**src/rtl/uart_pkg.sv**
```systemverilog
// Shared definitions for the UART register port and its bus-master sequencer.
// Default register map is common with the UART component itself.
package uart_pkg;

    typedef enum logic [2:0] {
        RST_HOLD,
        IDLE,
        POLL_RD,
        POLL_WAIT,
        GAP,
        WRITE,
        DONE
    } SeqState;

    localparam logic [2:0] UART_ADDR_STATUS = 3'd1;
    localparam logic [2:0] UART_ADDR_TX     = 3'd2;

endpackage

```
**src/rtl/mmio_tx_sequencer.sv**
```systemverilog
// Bus-master sequencer: holds the UART in reset, then streams MSG_LEN bytes
// to its TX register, polling STATUS before every byte.
module mmio_tx_sequencer
    import uart_pkg::*;
#(
    parameter int DATA_WIDTH   = 8,
    parameter int ADDR_WIDTH   = 3,
    parameter int RESET_CYCLES = 16,
    parameter int MSG_LEN      = 4,
    parameter logic [ADDR_WIDTH-1:0] ADDR_STATUS = ADDR_WIDTH'(UART_ADDR_STATUS),
    parameter logic [ADDR_WIDTH-1:0] ADDR_TX     = ADDR_WIDTH'(UART_ADDR_TX),
    parameter int TX_BUSY_BIT  = 0,
    parameter int POLL_GAP     = 2,
    localparam int IDX_W = $clog2(MSG_LEN + 1)
) (
    input  logic                  clock,
    input  logic                  reset,
    input  logic                  start_i,
    input  logic                  abort_i,
    output logic [IDX_W-1:0]      msg_idx_o,
    input  logic [DATA_WIDTH-1:0] msg_data_i,
    output logic                  dev_reset_o,
    output logic                  rd_o,
    output logic                  wr_o,
    output logic [ADDR_WIDTH-1:0] addr_o,
    output logic [DATA_WIDTH-1:0] wdata_o,
    input  logic [DATA_WIDTH-1:0] rdata_i,
    output logic                  busy_o,
    output logic                  done_o,
    output logic                  aborted_o
);

    localparam int CNT_MAX = (RESET_CYCLES > POLL_GAP) ? RESET_CYCLES : POLL_GAP;
    localparam int CNT_W   = $clog2(CNT_MAX + 1);

    localparam logic [CNT_W-1:0] RST_LAST = CNT_W'(RESET_CYCLES - 1);
    localparam logic [CNT_W-1:0] GAP_LAST = CNT_W'((POLL_GAP > 0) ? POLL_GAP - 1 : 0);
    localparam logic [IDX_W-1:0] IDX_LAST = IDX_W'(MSG_LEN - 1);

    SeqState state, state_n;

    logic [CNT_W-1:0]      cnt, cnt_n;
    logic [IDX_W-1:0]      idx_n;
    logic                  dev_reset_n;
    logic                  rd_n;
    logic                  wr_n;
    logic [ADDR_WIDTH-1:0] addr_n;
    logic [DATA_WIDTH-1:0] wdata_n;
    logic                  busy_n;
    logic                  done_n;
    logic                  aborted_n;
    logic                  status_busy;

    // Only the busy flag matters; the other STATUS bits are deliberately ignored.
    logic unused_rdata;
    assign unused_rdata = ^rdata_i;
    assign status_busy  = rdata_i[TX_BUSY_BIT];

    always_comb begin
        state_n   = state;
        cnt_n     = cnt;
        idx_n     = msg_idx_o;
        aborted_n = 1'b0;

        if (abort_i && state != RST_HOLD && state != IDLE) begin
            state_n   = IDLE;
            idx_n     = '0;
            aborted_n = 1'b1;
        end else begin
            unique case (state)
                RST_HOLD: begin
                    if (cnt == RST_LAST) begin
                        state_n = IDLE;
                        cnt_n   = '0;
                    end else begin
                        cnt_n = cnt + 1'b1;
                    end
                end
                IDLE: begin
                    if (start_i) begin
                        state_n = POLL_RD;
                        idx_n   = '0;
                    end
                end
                POLL_RD: state_n = POLL_WAIT;
                POLL_WAIT: begin
                    if (!status_busy) begin
                        state_n = WRITE;
                    end else if (POLL_GAP == 0) begin
                        state_n = POLL_RD;
                    end else begin
                        state_n = GAP;
                        cnt_n   = '0;
                    end
                end
                GAP: begin
                    if (cnt == GAP_LAST) begin
                        state_n = POLL_RD;
                    end else begin
                        cnt_n = cnt + 1'b1;
                    end
                end
                WRITE: begin
                    if (msg_idx_o == IDX_LAST) begin
                        state_n = DONE;
                    end else begin
                        idx_n   = msg_idx_o + 1'b1;
                        state_n = POLL_RD;
                    end
                end
                DONE: state_n = IDLE;
                default: state_n = RST_HOLD;
            endcase
        end

        // Outputs are decoded from the next state so they appear registered.
        dev_reset_n = (state_n == RST_HOLD);
        rd_n        = (state_n == POLL_RD);
        wr_n        = (state_n == WRITE);
        done_n      = (state_n == DONE);
        busy_n      = (state_n == POLL_RD) || (state_n == POLL_WAIT)
                   || (state_n == GAP) || (state_n == WRITE);
        addr_n      = addr_o;
        wdata_n     = wdata_o;
        if (state_n == POLL_RD) begin
            addr_n = ADDR_STATUS;
        end
        if (state_n == WRITE) begin
            addr_n  = ADDR_TX;
            wdata_n = msg_data_i;
        end
    end

    always_ff @(posedge clock) begin
        if (reset) begin
            state       <= RST_HOLD;
            cnt         <= '0;
            msg_idx_o   <= '0;
            dev_reset_o <= 1'b1;
            rd_o        <= 1'b0;
            wr_o        <= 1'b0;
            addr_o      <= '0;
            wdata_o     <= '0;
            busy_o      <= 1'b0;
            done_o      <= 1'b0;
            aborted_o   <= 1'b0;
        end else begin
            state       <= state_n;
            cnt         <= cnt_n;
            msg_idx_o   <= idx_n;
            dev_reset_o <= dev_reset_n;
            rd_o        <= rd_n;
            wr_o        <= wr_n;
            addr_o      <= addr_n;
            wdata_o     <= wdata_n;
            busy_o      <= busy_n;
            done_o      <= done_n;
            aborted_o   <= aborted_n;
        end
    end

endmodule

```
**config.mk**
```make
export PLATFORM = sky130hd
export DESIGN_NAME = mmio_tx_sequencer
export DESIGN_NICKNAME = d
export VERILOG_FILES = /design/src/rtl/uart_pkg.sv /design/src/rtl/mmio_tx_sequencer.sv
export SDC_FILE = /design/constraint.sdc
export NUM_CORES = 1
export LEC_CHECK = 0
export CORE_MARGIN = 2
export CORE_UTILIZATION = 42
export DETAILED_ROUTE_END_ITERATION = 7
export GPL_TIMING_DRIVEN = 0
export PLACE_DENSITY_LB_ADDON = 0.12
export SLEW_MARGIN = 20
export SYNTH_ARGS = -nofsm -noshare
export SYNTH_HDL_FRONTEND = slang
export SYNTH_SLANG_ARGS = --single-unit
```
**constraint.sdc**
```tcl
create_clock -name clock -period 1.75 [get_ports clock]
set_input_delay 0.2625 -clock clock [delete_from_list [all_inputs] [get_ports clock]]
set_output_delay 0.2625 -clock clock [all_outputs]
set_load 0.05 [all_outputs]
```
Yosys cells after proc, flatten, opt, wreduce, memory -nomap -nowiden

Cells that the tools add are included.

Bits in registers: 27
Bits of input ports: 20
Output and inout bits: 20
Logic and storage cells: 66

Add/sub/neg operators: 2
Equal/unequal tests: 19
Mux-type cells: 17
Bitwise operators: 1
Reduce and logical (&&, ||, !) cells: 15

Operators with widths:

| kind                | number |
|---|---|
| $mux 3              | 7 |
| $pmux 3 s7          | 1 |
| $eq 3x3->1 const B  | 6 |
| $eq 3x2->1 const B  | 5 |
| $mux 5              | 3 |
| $pmux 5 s3          | 1 |
| $ne 2x2->1 const B  | 4 |
| $logic_not 3->1     | 2 |
| $pmux 3 s2          | 1 |
| $reduce_bool 3->1   | 2 |
| $add 5x1->5 const B | 1 |
| $eq 5x1->1 const B  | 1 |
| $eq 5x4->1 const B  | 1 |
| $mux 2              | 2 |
| $reduce_and 4->1    | 1 |
| $reduce_bool 2->1   | 2 |
| $reduce_or 2->1     | 2 |
| $add 3x1->3 const B | 1 |
| $eq 3x1->1 const B  | 1 |
| $logic_or 1x1->1    | 3 |
| $ne 3x1->1 const B  | 1 |
| $reduce_and 3->1    | 1 |
| $logic_and 1x1->1   | 2 |
| $mux 1              | 2 |
| $not 1->1           | 1 |

Logic depth before layout (Yosys ltp)

Depth in word-level cells: 8
Gate-level depth with buffers: 9

Least setup slack after synthesis

OpenSTA, ideal clock, no wires.

Path kind: register to register
From: register msg_idx_o[0]
To: register msg_idx_o[1]
Arrival: 1.877 ns
Required time: 1.680 ns
Path slack: -0.197 ns
Stages on the path, launching flop included: 8
Buffers on the path: 0
Clock period less this slack: 1.947 ns
Cells stage by stage: dfxtp_1 > ha_1 > ha_1 > inv_1 > mux2i_1 > or3_1 > or3_1 > a21oi_1

Longest elaborated chain between the ends: 3
Elaborated cells between the ends (all ways): 6
Classes of those cells: add/sub (1); eq/ne (2); mux (2); reduce/logical (1)

RTL lines:

| element                                        | line                                               | text |
|---|---|---|
| start: declaration                             | mmio_tx_sequencer.sv:20                            | `output logic [IDX_W-1:0] msg_idx_o,` |
| start signal: assignment                       | mmio_tx_sequencer.sv:150                           | `msg_idx_o <= idx_n;` |
| $add 3x1->3 or $eq 3x2->1 (tied branches)      | mmio_tx_sequencer.sv:107, mmio_tx_sequencer.sv:104 |  |
| $mux 3 or $ne 2x2->1 (tied branches)           | -                                                  |  |
| $pmux 3 s2 or $reduce_and 3->1 (tied branches) | -                                                  |  |

Several ways; a longest one is shown, not always the timed one. The select of a mux whose other input is x is not followed.
A chain may end at the register's enable or synchronous reset.

Worst setup path in the final report

From: register state[2]
To: register wdata_o[1]

Longest elaborated chain between the ends: 5
Elaborated cells between the ends (all ways): 17
Classes of those cells: eq/ne (8); mux (5); reduce/logical (4)

RTL lines:

| element                                                            | line                     | text |
|---|---|---|
| start: declaration                                                 | mmio_tx_sequencer.sv:40  | `SeqState state, state_n;` |
| start signal: assignment                                           | mmio_tx_sequencer.sv:148 | `state <= state_n;` |
| parallel branches: the longest is 3 deep, another holds $pmux 3 s7 | -                        |  |
| $mux 3 *                                                           | mmio_tx_sequencer.sv:65  | `if (abort_i && state != RST_HOLD && state != IDLE) begin` |
| $eq 3x3->1 *                                                       | mmio_tx_sequencer.sv:128 | `if (state_n == WRITE) begin` |
| end signal: assignment                                             | mmio_tx_sequencer.sv:155 | `wdata_o <= wdata_n;` |
| end: declaration                                                   | mmio_tx_sequencer.sv:26  | `output logic [DATA_WIDTH-1:0] wdata_o,` |

Every way passes the cells marked *.

==> impl_results.md <==
- Post-synth cell types: 43
- Max_cap viols: 0
- Antenna Nets Post-Route: 0
- Post-synth ARST share: 0%
- LEAKAGE: 0.854 nW
- Failing checks: negative setup slack
- GR Overflow Total: 0
- Clock sink total: 27
- Final WL: about 3.4 mm
- Syn nets: between 150 and 200
- Avg WL per Cell: 13.8 µm
- Hold Vio Cnt, Final: 0
- CORE AREA: around 3100 µm²
- Sequential-to-total area share from yosys stat: 39.6%
- Port Buffers: 29
- Clock root buffer master: clkbuf_4
- Worst ir drop on vdd: roughly 0.46 mV
- CP startpoint kind: register
- Req. time, crit path: approximately 2.0 ns
- Post-synthesis average cell area: around 9 µm²
- Worst Path Arrival: roughly 2.1 ns
- Number of antenna diodes: 0
- Number of enable flip-flop cells after synthesis: 0
- Crit Path Category: reg2reg
- Reg-to-reg slack, setup: -0.09 ns
- Status: finished, violations left
- Vias per cell: 5.10
- CTS tree: done
- YS warnings: 0
- Dpl ws: -0.294 ns
- Min-Delay Path Depth: 3
- Slew Viols, Final: 0
- #FFs+latches synth: 27
- Fmax: approximately 0.54 GHz
- Routability cong.: approximately 0.80
- Ports: 40
- Total power: 0.996 mW
- Die Area: 3720 µm²
- Max H-tree Level: 1
- Final Skew: around 0.0012 ns
- Initial antenna violation count: 0
- Register area: 556 µm²
- Setup crit end kind: register
- Vias in the first global route: roughly 1200
- Maximum root-to-sink buffer count: 2
- Worst-Skew Late Latency: between 0.3 and 0.4 ns
- Final net count: between 200 and 250
- Share of cells above drive strength 1: between 20 and 30%
- Crit-path max FO: 10
- Setup WS post-layout: -0.0899 ns
- Clk slew on worst S/H paths: about 0.14 ns
- CP endpoint: wdata_o[1]
- Synthesis-to-layout area growth: 45.3%
- Final-layout fill cell count: ~280
- Pin count of the biggest net entering global routing: 16
- All-layer global routing usage: about a fifth
- Die height: approximately 60 µm
- Relative slew slack: approximately 66%
- Reg2Reg Launch Point: state[2]
- Post-Syn Instances: around 160
- Worst-margin pin slew: roughly 0.51 ns
- DR vias: around 1300
- Fin crit share: 105%
- Unrepaired setup endpoints after global routing: yes
- Die span in x: between 60 and 70 µm
- Power per cell area: 502 nW/µm²
- Post-DP HPWL: about 2.2 mm
- Min-Delay Path Class: in2reg
- Critical path origin: state[2]
- TritonRoute pass-1 iters: 4
- Syn Std Cell Area: 1370 µm²
- Reg2reg end: wdata_o[1]
- Initial core utilization: ~44%
- CTS buffer count: 3
- Post-synth top flop: dfxtp_1
- First-pass GRT wire length: approximately 5.3 mm
- DRC: 0
- Iter 0 DRT Violations: 41
- Worst r2r path cells: 6
- Final setup viols: 9
- # rows: 20
- Area taken by multi-input logic gates: around 850 µm²
- Minimum clock period: approximately 1.8 ns
==> cell type report <==
class / instances / area share, %
Sequential cell: 27 / 28.0
Timing Repair Buffer: 42 / 19.5
Clock inverter: 1 / 0.252
Tap cell: 44 / 2.78
Multi-Input combinational cell: 109 / 43.0
Buffer: 8 / 2.97
Inverter: 12 / 2.40
Clock buffer: 3 / 1.14
==> synth_stat cells (all sizes together), types with 2 or more instances <==
| master | count | area, µm² |
|---|---|---|
| dfxtp | 27 | 541 |
| nand2 | 24 | 90.1 |
| nor2 | 15 | 58.8 |
| inv | 11 | 41.3 |
| a21oi | 10 | 53.8 |
| mux2i | 10 | 100 |
| buf | 7 | 52.5 |
| ha | 6 | 75.1 |
| o21ai | 6 | 30.0 |
| or3 | 5 | 31.3 |
| nand2b | 4 | 25.0 |
| nor3 | 4 | 25.0 |
| a211oi | 2 | 20.0 |
| a31o | 2 | 17.5 |
| xor2 | 2 | 17.5 |
==> sequential cells by signal, indices dropped and copies added, names as in the netlist <==
signal	cells
aborted_o	1
done_o	1
addr_o	2
rd_o	1
cnt	5
dev_reset_o	1
wdata_o	8
busy_o	1
state	3
msg_idx_o	3
wr_o	1
==> layout by cell type, fill, tap and decap left out, types with 2 or more instances in the layout <==
cell             instances
xor2_1                   2
dfxtp_1                 21
clkdlybuf4s50_1         10
nor3_2                   3
buf_6                    3
nand2_1                 24
dlymetal6s2s_1           5
o21ai_0                  3
dfxtp_4                  3
buf_2                    2
dlygate4sd2_1           14
o21ai_1                  2
or3_1                    2
a21oi_1                  6
buf_4                   14
nor2_2                   2
mux2i_1                 10
dfxtp_2                  3
nand2b_1                 4
ha_4                     4
nor2_1                  12
clkbuf_4                 4
a31o_1                   2
ha_1                     2
inv_1                    9
or3_4                    3
a21oi_2                  4
==> where the power goes <==
part,internal [mW],switching (mW)
clock,0.0859,0.188
combinational,0.0496,0.0458
sequential,0.618,0.00886
total,0.754,0.242
==> cells by family (layout without fill, tap and decap cells) <==
kind of cell    after synthesis  count (layout)  share of synthesized area, %
compound gates               29              29                          15.6
other cells                   1               1                         0.275
mux                          10              10                          7.33
simple gates                 61              61                          23.0
xor+xnor                      2               2                          1.28
fa+ha+maj                     6               6                          5.50
buf+inv                      20              66                          7.42
flops                        27              27                          39.6
==> what timing repair did <==
action	4_1_cts	5_1_grt
gates resized for setup	30	20
setup endpoints to repair	29	23
pin swaps	5	12
buffers inserted	8	4
hold buffers	0	0
hold endpoints to repair	0	0
cloned	1	0
==> critical path, stage by stage (launching register included) <==
cell and delay (ns):
dfxtp_1 0.39, buf_4 0.20, nor2b_1 0.39, a21oi_2 0.14
nor3_2 0.28, buf_4 0.20, mux2i_1 0.18
==> per-layer routing <==
layer | share of wire (%) | up-vias | global-route usage [%]
met5 | 0 | - | 0
met3 | 4.2 | 2 | 4.20
li1 | - | 624 | -
met2 | 54 | 28 | 34.7
met1 | 41 | 601 | 23.2
met4 | 0.50 | 0 | 3.11
==> worst min-delay path by stage <==
stage,end,from
global placement,msg_idx_o[2],msg_idx_o[2]
global route,aborted_o,abort_i
floorplan,wdata_o[0],msg_data_i[0]
finish,aborted_o,abort_i
CTS,aborted_o,abort_i
detailed placement,wdata_o[4],wdata_o[4]
==> stage by stage <==
stage	area, µm²	util (%)	setup TNS (ns)	hold WS [ns]	std cells
after CTS	1890	61.3	-0.408	0.177	242
after floorplan	1390	-	0	0.405	156
final	1980	64.4	-0.615	0.195	246
after detailed placement	1740	56.4	-3.36	0.455	229
after global routing	1980	64.4	-1.93	0.176	246
after global placement	1740	56.4	-3.07	0.442	229
No activity file was read; power rests on OpenSTA's default activity.
